`config.mk`:
```
export PLATFORM = sky130hd
export DESIGN_NAME = fir_coe_loader
export DESIGN_NICKNAME = d
export VERILOG_FILES = /design/src/rtl/fir_coe_loader.sv
export SDC_FILE = /design/constraint.sdc
export NUM_CORES = 1
export LEC_CHECK = 0
export BUFFER_PORTS_ARGS = -buffer_cell sky130_fd_sc_hd__buf_2
export CAP_MARGIN = 20
export CORE_ASPECT_RATIO = 1.25
export CORE_MARGIN = 5
export CORE_UTILIZATION = 30
export DETAILED_ROUTE_END_ITERATION = 8
export PLACE_DENSITY_LB_ADDON = 0.12
export SETUP_SLACK_MARGIN = 0.05
export SKIP_LAST_GASP = 1
export SLEW_MARGIN = 10
export SYNTH_ARGS = -nofsm -noshare
export SYNTH_HDL_FRONTEND = slang
export SYNTH_SLANG_ARGS = --single-unit
export TNS_END_PERCENT = 5
```
`constraint.sdc`:
```
create_clock -name clk -period 2.1 [get_ports clk]
set_input_delay 0.315 -clock clk [delete_from_list [all_inputs] [get_ports clk]]
set_output_delay 0.315 -clock clk [all_outputs]
set_load 0.02 [all_outputs]
```
`src/rtl/fir_coe_loader.sv`:
```
`default_nettype none
// ============================================================================
// Module      : fir_coe_loader
// Description : Coefficient loader sitting upstream of the FIR filter. Takes
//               NUM_TAPS coefficient nibbles from the host over a valid/ready
//               handshake and replays each one to the FIR as a one-cycle
//               indexed write. After the final tap, it issues a one-cycle
//               commit index. A load that is aborted (timeout, restart or
//               reset) never produces a commit, so the FIR keeps its active
//               coefficient set.
// Ports       : clk          - single clock, shared with the FIR
//               rst          - synchronous active-high reset
//               cfg_start_i  - pulse that begins or restarts a load
//               cfg_valid_i  - cfg_data_i is valid
//               cfg_data_i   - coefficient nibble, tap 0 first
//               cfg_ready_o  - loader accepts cfg_data_i this cycle
//               count_coe_o  - FIR write index (0..NUM_TAPS-1 write,
//                              NUM_TAPS commit, IDLE_IDX none)
//               coe_o        - FIR coefficient data
//               busy_o       - load or commit in progress
//               done_o       - one-cycle pulse with the commit index
//               err_o        - one-cycle pulse on timeout abort
// Revision    : 1.0 - initial release
// ============================================================================
module fir_coe_loader #(
    parameter int NUM_TAPS    = 11,
    parameter int COE_W       = 4,
    parameter int IDX_W       = 4,
    parameter int IDLE_IDX    = 15,
    parameter int TIMEOUT_CYC = 1024
) (
    input  logic             clk,
    input  logic             rst,
    input  logic             cfg_start_i,
    input  logic             cfg_valid_i,
    input  logic [COE_W-1:0] cfg_data_i,
    output logic             cfg_ready_o,
    output logic [IDX_W-1:0] count_coe_o,
    output logic [COE_W-1:0] coe_o,
    output logic             busy_o,
    output logic             done_o,
    output logic             err_o
);

    localparam int TMR_W = (TIMEOUT_CYC > 1) ? $clog2(TIMEOUT_CYC) : 1;

    localparam logic [IDX_W-1:0] C_LAST_IDX   = IDX_W'(NUM_TAPS - 1);
    localparam logic [IDX_W-1:0] C_COMMIT_IDX = IDX_W'(NUM_TAPS);
    localparam logic [IDX_W-1:0] C_IDLE_IDX   = IDX_W'(IDLE_IDX);
    localparam logic [TMR_W-1:0] C_TMR_LAST   = TMR_W'(TIMEOUT_CYC - 1);

    typedef enum logic [1:0] {
        ST_IDLE   = 2'd0,
        ST_LOAD   = 2'd1,
        ST_COMMIT = 2'd2
    } state_t;

    state_t             state_q, state_d;
    logic [IDX_W-1:0]   idx_q, idx_d;
    logic [TMR_W-1:0]   timer_q, timer_d;
    logic [IDX_W-1:0]   count_q, count_d;
    logic [COE_W-1:0]   coe_q, coe_d;
    logic               ready_q, ready_d;
    logic               busy_q, busy_d;
    logic               done_q, done_d;
    logic               err_q, err_d;
    logic               w_accept;

    // ready_q is only ever high in LOAD, so this is the handshake as seen
    // by the host at the same edge.
    assign w_accept = cfg_valid_i & ready_q;

    always_ff @(posedge clk) begin
        if (rst) begin
            state_q <= ST_IDLE;
            idx_q   <= '0;
            timer_q <= '0;
            count_q <= C_IDLE_IDX;
            coe_q   <= '0;
            ready_q <= 1'b0;
            busy_q  <= 1'b0;
            done_q  <= 1'b0;
            err_q   <= 1'b0;
        end else begin
            state_q <= state_d;
            idx_q   <= idx_d;
            timer_q <= timer_d;
            count_q <= count_d;
            coe_q   <= coe_d;
            ready_q <= ready_d;
            busy_q  <= busy_d;
            done_q  <= done_d;
            err_q   <= err_d;
        end
    end

    always_comb begin
        state_d = state_q;
        idx_d   = idx_q;
        timer_d = timer_q;
        // Writes last exactly one cycle: the index falls back to idle unless
        // this edge carries a new write or the commit.
        count_d = C_IDLE_IDX;
        coe_d   = coe_q;
        done_d  = 1'b0;
        err_d   = 1'b0;

        case (state_q)
            ST_IDLE: begin
                if (cfg_start_i) begin
                    state_d = ST_LOAD;
                    idx_d   = '0;
                    timer_d = '0;
                end
            end
            ST_LOAD: begin
                if (cfg_start_i) begin
                    // Restart wins over a coincident accept; that nibble is lost.
                    idx_d   = '0;
                    timer_d = '0;
                end else if (w_accept) begin
                    count_d = idx_q;
                    coe_d   = cfg_data_i;
                    timer_d = '0;
                    if (idx_q == C_LAST_IDX) begin
                        state_d = ST_COMMIT;
                        idx_d   = '0;
                    end else begin
                        idx_d   = idx_q + 1'b1;
                    end
                end else if (timer_q == C_TMR_LAST) begin
                    state_d = ST_IDLE;
                    idx_d   = '0;
                    timer_d = '0;
                    err_d   = 1'b1;
                end else begin
                    timer_d = timer_q + 1'b1;
                end
            end
            ST_COMMIT: begin
                count_d = C_COMMIT_IDX;
                coe_d   = '0;
                done_d  = 1'b1;
                state_d = ST_IDLE;
            end
            default: begin
                state_d = ST_IDLE;
            end
        endcase

        // Status flags are registered from the next state so they line up
        // with the state they describe.
        ready_d = (state_d == ST_LOAD);
        busy_d  = (state_d != ST_IDLE);
    end

    assign cfg_ready_o = ready_q;
    assign count_coe_o = count_q;
    assign coe_o       = coe_q;
    assign busy_o      = busy_q;
    assign done_o      = done_q;
    assign err_o       = err_q;

endmodule
`default_nettype wire
```
Yosys cells after proc, flatten, opt, wreduce, memory -nomap -nowiden
Cells that the tools add are included. Widths: inputs -> output; s select.

Register bits after elaboration: 28. Input bits: 8. Output and inout port bits: 12. Logic and storage cells: 55.

Equality and inequality tests: 9. Multiplexer cells: 25. Bitwise gates (word level): 2. Reductions and logical operators: 8. Add/subtract/negate cells: 2.

Operator list (number): $mux 10 (4); $mux 4 (9); $pmux 4 s2 (3); $pmux 10 s2 (1); $add 10x1->10 const B (1); $eq 10x10->1 const B (1); $mux 2 (5); $ne 2x2->1 const B (3); $reduce_and 3->1 (2); $reduce_bool 2->1 (3); $add 4x1->4 const B (1); $eq 2x1->1 const B (2); $eq 4x4->1 const B (1); $ne 4x4->1 const B (1); $pmux 2 s2 (1); $reduce_or 4->1 (1); $eq 2x2->1 const B (1); $logic_not 2->1 (1); $mux 1 (2); $reduce_and 2->1 (1); $and 1x1->1 (1); $not 1->1 (1).

Depth between registers and ports, before layout
Gate-level depths: netlist of the first run.

Depth after elaboration: 6. Depth in mapped cells: 7. Depth with buffers taken out: 6.

Least setup slack after synthesis of the first run
Ideal clock, no wire load.

Path kind: register to register. Start: register state_q[0]. End: register timer_q[7]. Library setup time: 115 ps. Cell stages (with the launch flop): 8. Path buffers: 1. Path slack: 592 ps. Period minus slack after synthesis: 1508 ps. Data required time: 1985 ps. Data arrival time: 1393 ps. Cells stage by stage: dfxtp_1 -> inv_1 -> ha_1 -> mux2i_1 -> buf_6 -> nor4b_4 -> xnor2_1 -> nor2_2.

Cells in the longest elaborated chain, start to end: 3. Elaborated cells on any way between the ends: 6. Classes of those cells: eq/ne (2); mux (1); reduce/logical (3).

RTL lines: start, declared (RTL line 58) `state_t state_q, state_d;`; start signal, assigned (RTL line 85) `state_q <= state_d;`; $eq 2x1->1 / $logic_not 2->1 (equally long branches) (RTL line 108) `case (state_q)`; $reduce_bool 2->1 (no line) / $ne 2x2->1 (equally long branches); $reduce_and 2->1 (no line); end signal, assigned (RTL line 87) `timer_q <= timer_d;`; end, declared (RTL line 60) `logic [TMR_W-1:0] timer_q, timer_d;`.

Several ways; a longest one is shown, not always the timed one. A chain may end at the register's enable or synchronous reset.

Worst setup path after layout of the first run
Start: register state_q[1]. End: register timer_q[7].

Same word-level chain as after synthesis.

==> metrics.txt, run 1 <==
outcome=finished, final reports clean; Final Max Slew Viols=0; largest net degree at the start of global routing=16; chip height=84.2 um; Layout area overhead=16.0%; layout cell share with drive strength beyond 1=between 20% and 30%; final setup violation count=0; # resized after CTS=0; Power, Total=a little over 1 mW; adder-cell share of the synthesized area=5.68%; sequential fraction of the synthesis area=42.4%; placed inst area=between 1000 and 1500 um2; max frequency=between 0.5 and 0.6 GHz; Setup Fix Bufs, Post-CTS=0; hold_buf cts=0; simple-gate portion of the synthesized area=between 20% and 30%; GRT overflow=0; clk buf depth=2; clock net sink count=28; die width=~70 um; Syn Std Cell Area=approximately 1300 um2; Syn Nets=150; Vias/cell=around 4.7; VDD IR max=about 0.00023 V; EDFF count, synth=0; Post-Synth XOR/XNOR Area=under 10%; IO buf count=19; worst setup margin=0.404 ns; Cell variety after synth=41; Hold Startpoint=cfg_data_i[1]; multiplexer share of the synthesized area=3.12%; Max Cap Violations=0; latest clock arrival within the worst-skew pair=0.27 ns; Worst slew margin=approximately 73%; pre-CTS WS=slightly above 0.4 ns; Worst Path Max Fanout=10; worst hold slack=roughly 0.28 ns; R2R Path End=timer_q[7]; WL final=approximately 2700 um; startpoint types=flop; H-tree depth=1; HP Class=in -> reg; yosys warns=0; CTS root buf=clkbuf_8; Finished Layout Cells=216; hpwl dp=between 2000 and 2500 um; Starting Density=30.6%; Layout Skew=0.0110 ns; Antenna Cells=0; Power per Cell Area=671 nW/um2; First-pass DRT Iterations=4; All-Layer GR Usage=under 10%; reg2reg setup slack=0.40 ns; layout net count=between 150 and 200; DRC=0; CTS tree=done; area fraction in compound gates after synthesis=approximately an eighth; number of global-route vias before repair=996; Hold Fails Final Rpt=0; Post-DRT Antenna Nets=0; unrepaired setup endpoints after global routing=no; WHS Endpoint=coe_o[1]; first-pass GRT wire length=approximately 4600 um; filler instances=just under 500; Final min period=approximately 1.7 ns; Worst-path clk slew=around 0.1 ns; Mapped Cells=between 100 and 150; CP Data Required Time=~2.3 ns; Synth Area per Inst=roughly 9.7 um2; #FFs+latches synth=28; total CTS buffers=3; final instance area=about 1500 um2; routed vias=1006; largest family of logic cells by synthesized area=simple AND/OR/NAND/NOR gates; final period utilization=80.8%; r2r startpoint=state_q[1]; Finished Core Util=between 30% and 40%; CP Capture Type=flop; Placer Congestion=between 0.7 and 0.8; cell leakage power=between 0.5 and 0.6 nW; Main synth FF type=dfxtp_1; DRT iter0 DRCs=18; I/O Pins=20; initial antenna violation count=0; cell total after placement=~210; Rows=27; die footprint=5840 um2; CP Class=reg -> reg; critical path arrival=around 1.9 ns; worst-margin pin slew=a little over 0.4 ns; core area=about 4300 um2; Post-synth ARST share=0%; final setup TNS=0 ns; post-DR wirelength/cell=between 10 and 15 um; R2R cell count=7; Min-Delay Path Depth=3
## synthesized netlist by cell type (2+ instances only)
| cell | n | area share (%) |
|---|---|---|
| o21ai_0 | 4 | 1.5 |
| xnor2_1 | 7 | 4.6 |
| nor2b_1 | 2 | 0.95 |
| dfxtp_1 | 28 | 42 |
| inv_1 | 5 | 1.4 |
| a211oi_1 | 2 | 1.1 |
| nor3b_1 | 3 | 1.7 |
| a21oi_1 | 4 | 1.5 |
| a22oi_1 | 4 | 2.3 |
| a21o_1 | 2 | 1.1 |
| nand2_1 | 9 | 2.6 |
| buf_6 | 2 | 1.7 |
| mux2i_1 | 3 | 2.3 |
| and3b_1 | 2 | 1.3 |
| nor2_1 | 14 | 4.0 |
| a31oi_1 | 3 | 1.4 |
| xor2_1 | 2 | 1.3 |
| nand2b_1 | 2 | 0.95 |
| nor3_1 | 3 | 1.1 |
| and4_1 | 2 | 1.3 |
| nand4_1 | 4 | 1.9 |
| nand3_1 | 3 | 1.1 |
| nand3b_1 | 2 | 1.1 |
| ha_1 | 6 | 5.7 |
| nor4b_4 | 2 | 3.6 |
## where the power goes
part | internal [mW] | total [mW] | switching (mW) | leakage (nW)
combinational | 0.0515 | 0.138 | 0.0870 | 0.337
clock | 0.168 | 0.331 | 0.163 | 0.0288
sequential | 0.548 | 0.560 | 0.0124 | 0.227
total | 0.767 | 1.03 | 0.263 | 0.592
## final cells by class
type / instances / area, um2 / share of cell area (%)
clock buffer: 4 / 55.1 / 3.59
inverter: 5 / 18.8 / 1.22
multi-input combinational: 100 / 717 / 46.7
sequential: 28 / 561 / 36.5
tap: 58 / 72.6 / 4.73
timing repair buffer: 21 / 110 / 7.18
## state kept, by name (all words and copies together) (netlist names)
| signal | flops |
|---|---|
| count_coe_o | 4 |
| coe_o | 4 |
| busy_o | 1 |
| state_q | 2 |
| idx_q | 4 |
| err_o | 1 |
| timer_q | 10 |
| cfg_ready_o | 1 |
| done_o | 1 |
## cell families after synthesis
kind of cell    count (synthesis)
flops                          28
fa+ha+maj                       6
compound gates                 25
xor+xnor                        9
simple gates                   56
buf+inv                         8
mux                             4
## cell usage in the layout (no fill, tap or decap), types with 4 or more instances in the layout
master	n
xnor2_1	7
clkbuf_8	4
a21oi_1	4
nand4_1	4
o21ai_0	4
buf_2	19
nor2_1	14
a22oi_1	4
ha_1	6
inv_1	5
dfxtp_1	28
nand2_1	9
## worst max-delay path: stages (launching register included)
cell and delay (ns):
dfxtp_1 0.35, inv_1 0.09, ha_1 0.31, mux2i_1 0.15, buf_4 0.21, nor4b_4 0.28, xnor2_1 0.16, nor2_2 0.04
## routing by layer
layer | up-vias | GRT usage (%) | wire (um)
li1 | 528 | - | -
met1 | 456 | 10.1 | 1180
met2 | 17 | 18.0 | 1370
met3 | 5 | 2.63 | 136
met4 | 0 | 3.20 | 31
met5 | - | 0 | 0
## how the worst max path moves through the flow
stage | start | end | slack (ns) | cells past startpoint
6_report | state_q[1] | timer_q[7] | 0.40 | 7
5_1_grt | state_q[1] | coe_o[2] | 0.20 | 6
4_1_cts | state_q[0] | timer_q[9] | 0.39 | 7
3_5_place_dp | state_q[1] | timer_q[7] | 0.41 | 7
3_3_place_gp | state_q[1] | timer_q[9] | 0.41 | 7
2_1_floorplan | state_q[0] | timer_q[7] | 0.59 | 7
(Power assumes the default switching activity.)
==> run 2, diff against run 1 <==
==> constraint.sdc (replaced) <==
create_clock -name clk -period 1.5 [get_ports clk]
set_input_delay 0.225 -clock clk [delete_from_list [all_inputs] [get_ports clk]]
set_output_delay 0.225 -clock clk [all_outputs]
set_load 0.02 [all_outputs]
==> metrics.txt, run 2 (same netlist as run 1, synthesis figures left out) <==
outcome=finished, violations left; worst setup margin=-0.0109 ns (-0.415 ns); register with the most flip-flops=timer_q; max frequency=0.662 GHz (+12%); unrepaired setup endpoints after global routing=yes; layout cell share with drive strength beyond 1=38.3% (+17 points); Worst-path clk slew=0.09 ns (about the same); WL final=3140 um (+16%); First-pass DRT Iterations=4 (unchanged); I/O Pins=20 (unchanged); CTS tree=done; commonest non-fill, non-tap cell in the layout=dfxtp_1; Net Sw Frac=26.2% (+0.64 points); Power, Total=1.56 mW (+52%); HP Class=in -> reg; final setup violation count=2 (+2); routed vias=1132 (+13%); Clk pwr share=30.3% (-1.9 points); CTS root buf=clkbuf_8; final period utilization=101% (+20 points); Layout area overhead=35.8%; H-tree depth=1 (unchanged); post-DR wirelength/cell=13.0 um (+3.8%); Antenna Cells=0 (unchanged); Final Max Slew Viols=0 (unchanged); Placer Congestion=0.775 (+1.9%); violated checks=negative setup slack; commonest non-fill, non-tap cells in the layout=25 x dfxtp_1, 23 x buf_4, 20 x buf_2; Worst Path Max Fanout=4 (-6); CP Data Required Time=1.68 ns (-0.59 ns); core area=4320 um2 (unchanged); number of global-route vias before repair=1139 (+14%); GRT overflow=0 (unchanged); layout net count=198 (+14%); total CTS buffers=3 (unchanged); share of total power in sequential cells=50.2% (-4.2 points); Int Power=1.15 mW (+50%); startpoint types=flop; Finished Layout Cells=241 (+12%); Worst slew margin=75.3% (+2.7 points); Final min period=1.51 ns (-0.185 ns); VDD IR max=0.000274 V (+21%); cell total after placement=233 (+9.9%); All-Layer GR Usage=11.2% (+1.7 points); Rows=27 (unchanged); max reg flops=10 (unchanged); die width=69.4 um (unchanged); latest clock arrival within the worst-skew pair=0.28 ns (about the same); Layout Skew=0.00281 ns (-0.00818 ns); NetSw=0.409 mW (+55%); clock net sink count=28 (unchanged); initial antenna violation count=0 (unchanged); DRT iter0 DRCs=24 (+6); Starting Density=30.6% (unchanged); Max Cap Violations=0 (unchanged); Power per Cell Area=870 nW/um2 (+30%); clk buf depth=2 (unchanged); critical path arrival=1.69 ns (-0.17 ns); IO buf count=19 (unchanged); final setup TNS=-0.0184 ns (-0.0184 ns); first-pass GRT wire length=5310 um (+16%); die footprint=5840 um2 (unchanged); hpwl dp=2380 um (+12%); chip height=84.2 um (unchanged); Hold Fails Final Rpt=0 (unchanged); CP Capture Type=flop; largest net degree at the start of global routing=16 (unchanged); Post-DRT Antenna Nets=0 (unchanged); cell leakage power=0.723 nW (+22%); DRC=0 (unchanged); worst-margin pin slew=0.361 ns (-0.0474 ns); Vias/cell=4.70 (+0.85%); worst hold slack=0.182 ns (-0.0997 ns); CP Class=reg -> reg; Logic pwr share=19.5% (+6.1 points); pre-CTS WS=-0.0607 ns (-0.473 ns)
run 2: timing repair:
item                                   CTS  global route
setup buffers                            2             0
pin swaps                                5             2
hold buffers                             0             0
gates cloned                             1             1
setup endpoints to repair               20            20
gates resized for setup                 11             5
endpoints found under the hold margin    0             0
run 2: power groups by stage:
| stage | logic, mW | registers [mW] | clock network (mW) |
|---|---|---|---|
| after floorplan | 0.133 | 0.820 | 0 |
| after global placement | 0.263 | 0.800 | 0 |
| after detailed placement | 0.264 | 0.800 | 0 |
| after CTS | 0.301 | 0.784 | 0.498 |
| after global routing | 0.331 | 0.789 | 0.524 |
| final | 0.305 | 0.784 | 0.473 |
run 2: path summary, 6_finish.rpt:
kind            startpoint  cells past startpoint  slack [ns]    endpoint
max             state_q[0]                      7       -0.01  timer_q[9]
min          cfg_data_i[1]                      3        0.18    coe_o[1]
max reg2reg     state_q[0]                      7       -0.01  timer_q[9]
min reg2reg       coe_o[3]                      2        0.51    coe_o[3]
run 2: critical path, cell delays in order, from the launching register on:
cell,delay (ns)
dfxtp_4,0.39
inv_4,0.04
ha_4,0.17
mux2i_4,0.20
buf_6,0.14
nor4b_4,0.27
xnor2_1,0.14
nor2_1,0.05
run 2: metrics by stage:
stage	instance area, um2	utilization [%]
2_1_floorplan	1350	-
3_3_place_gp	1660	38.5
5_1_grt	1800	41.5
4_1_cts	1780	41.1
3_5_place_dp	1660	38.5
6_report	1800	41.5
run 2: area by class of cell:
| type | instances | area [um2] |
|---|---|---|
| timing repair buffer | 46 | 307 |
| inverter | 5 | 21.3 |
| tap | 58 | 72.6 |
| multi-input combinational | 100 | 773 |
| sequential | 28 | 567 |
| clock buffer | 4 | 55.1 |
| fill | 460 | 2530 |
run 2: metal layers:
metal / global-route usage (%) / wire (um)
met5: 0 / 0
met2: 20.3 / 1590
met1: 12.5 / 1380
met3: 2.16 / 126
met4: 5.15 / 47
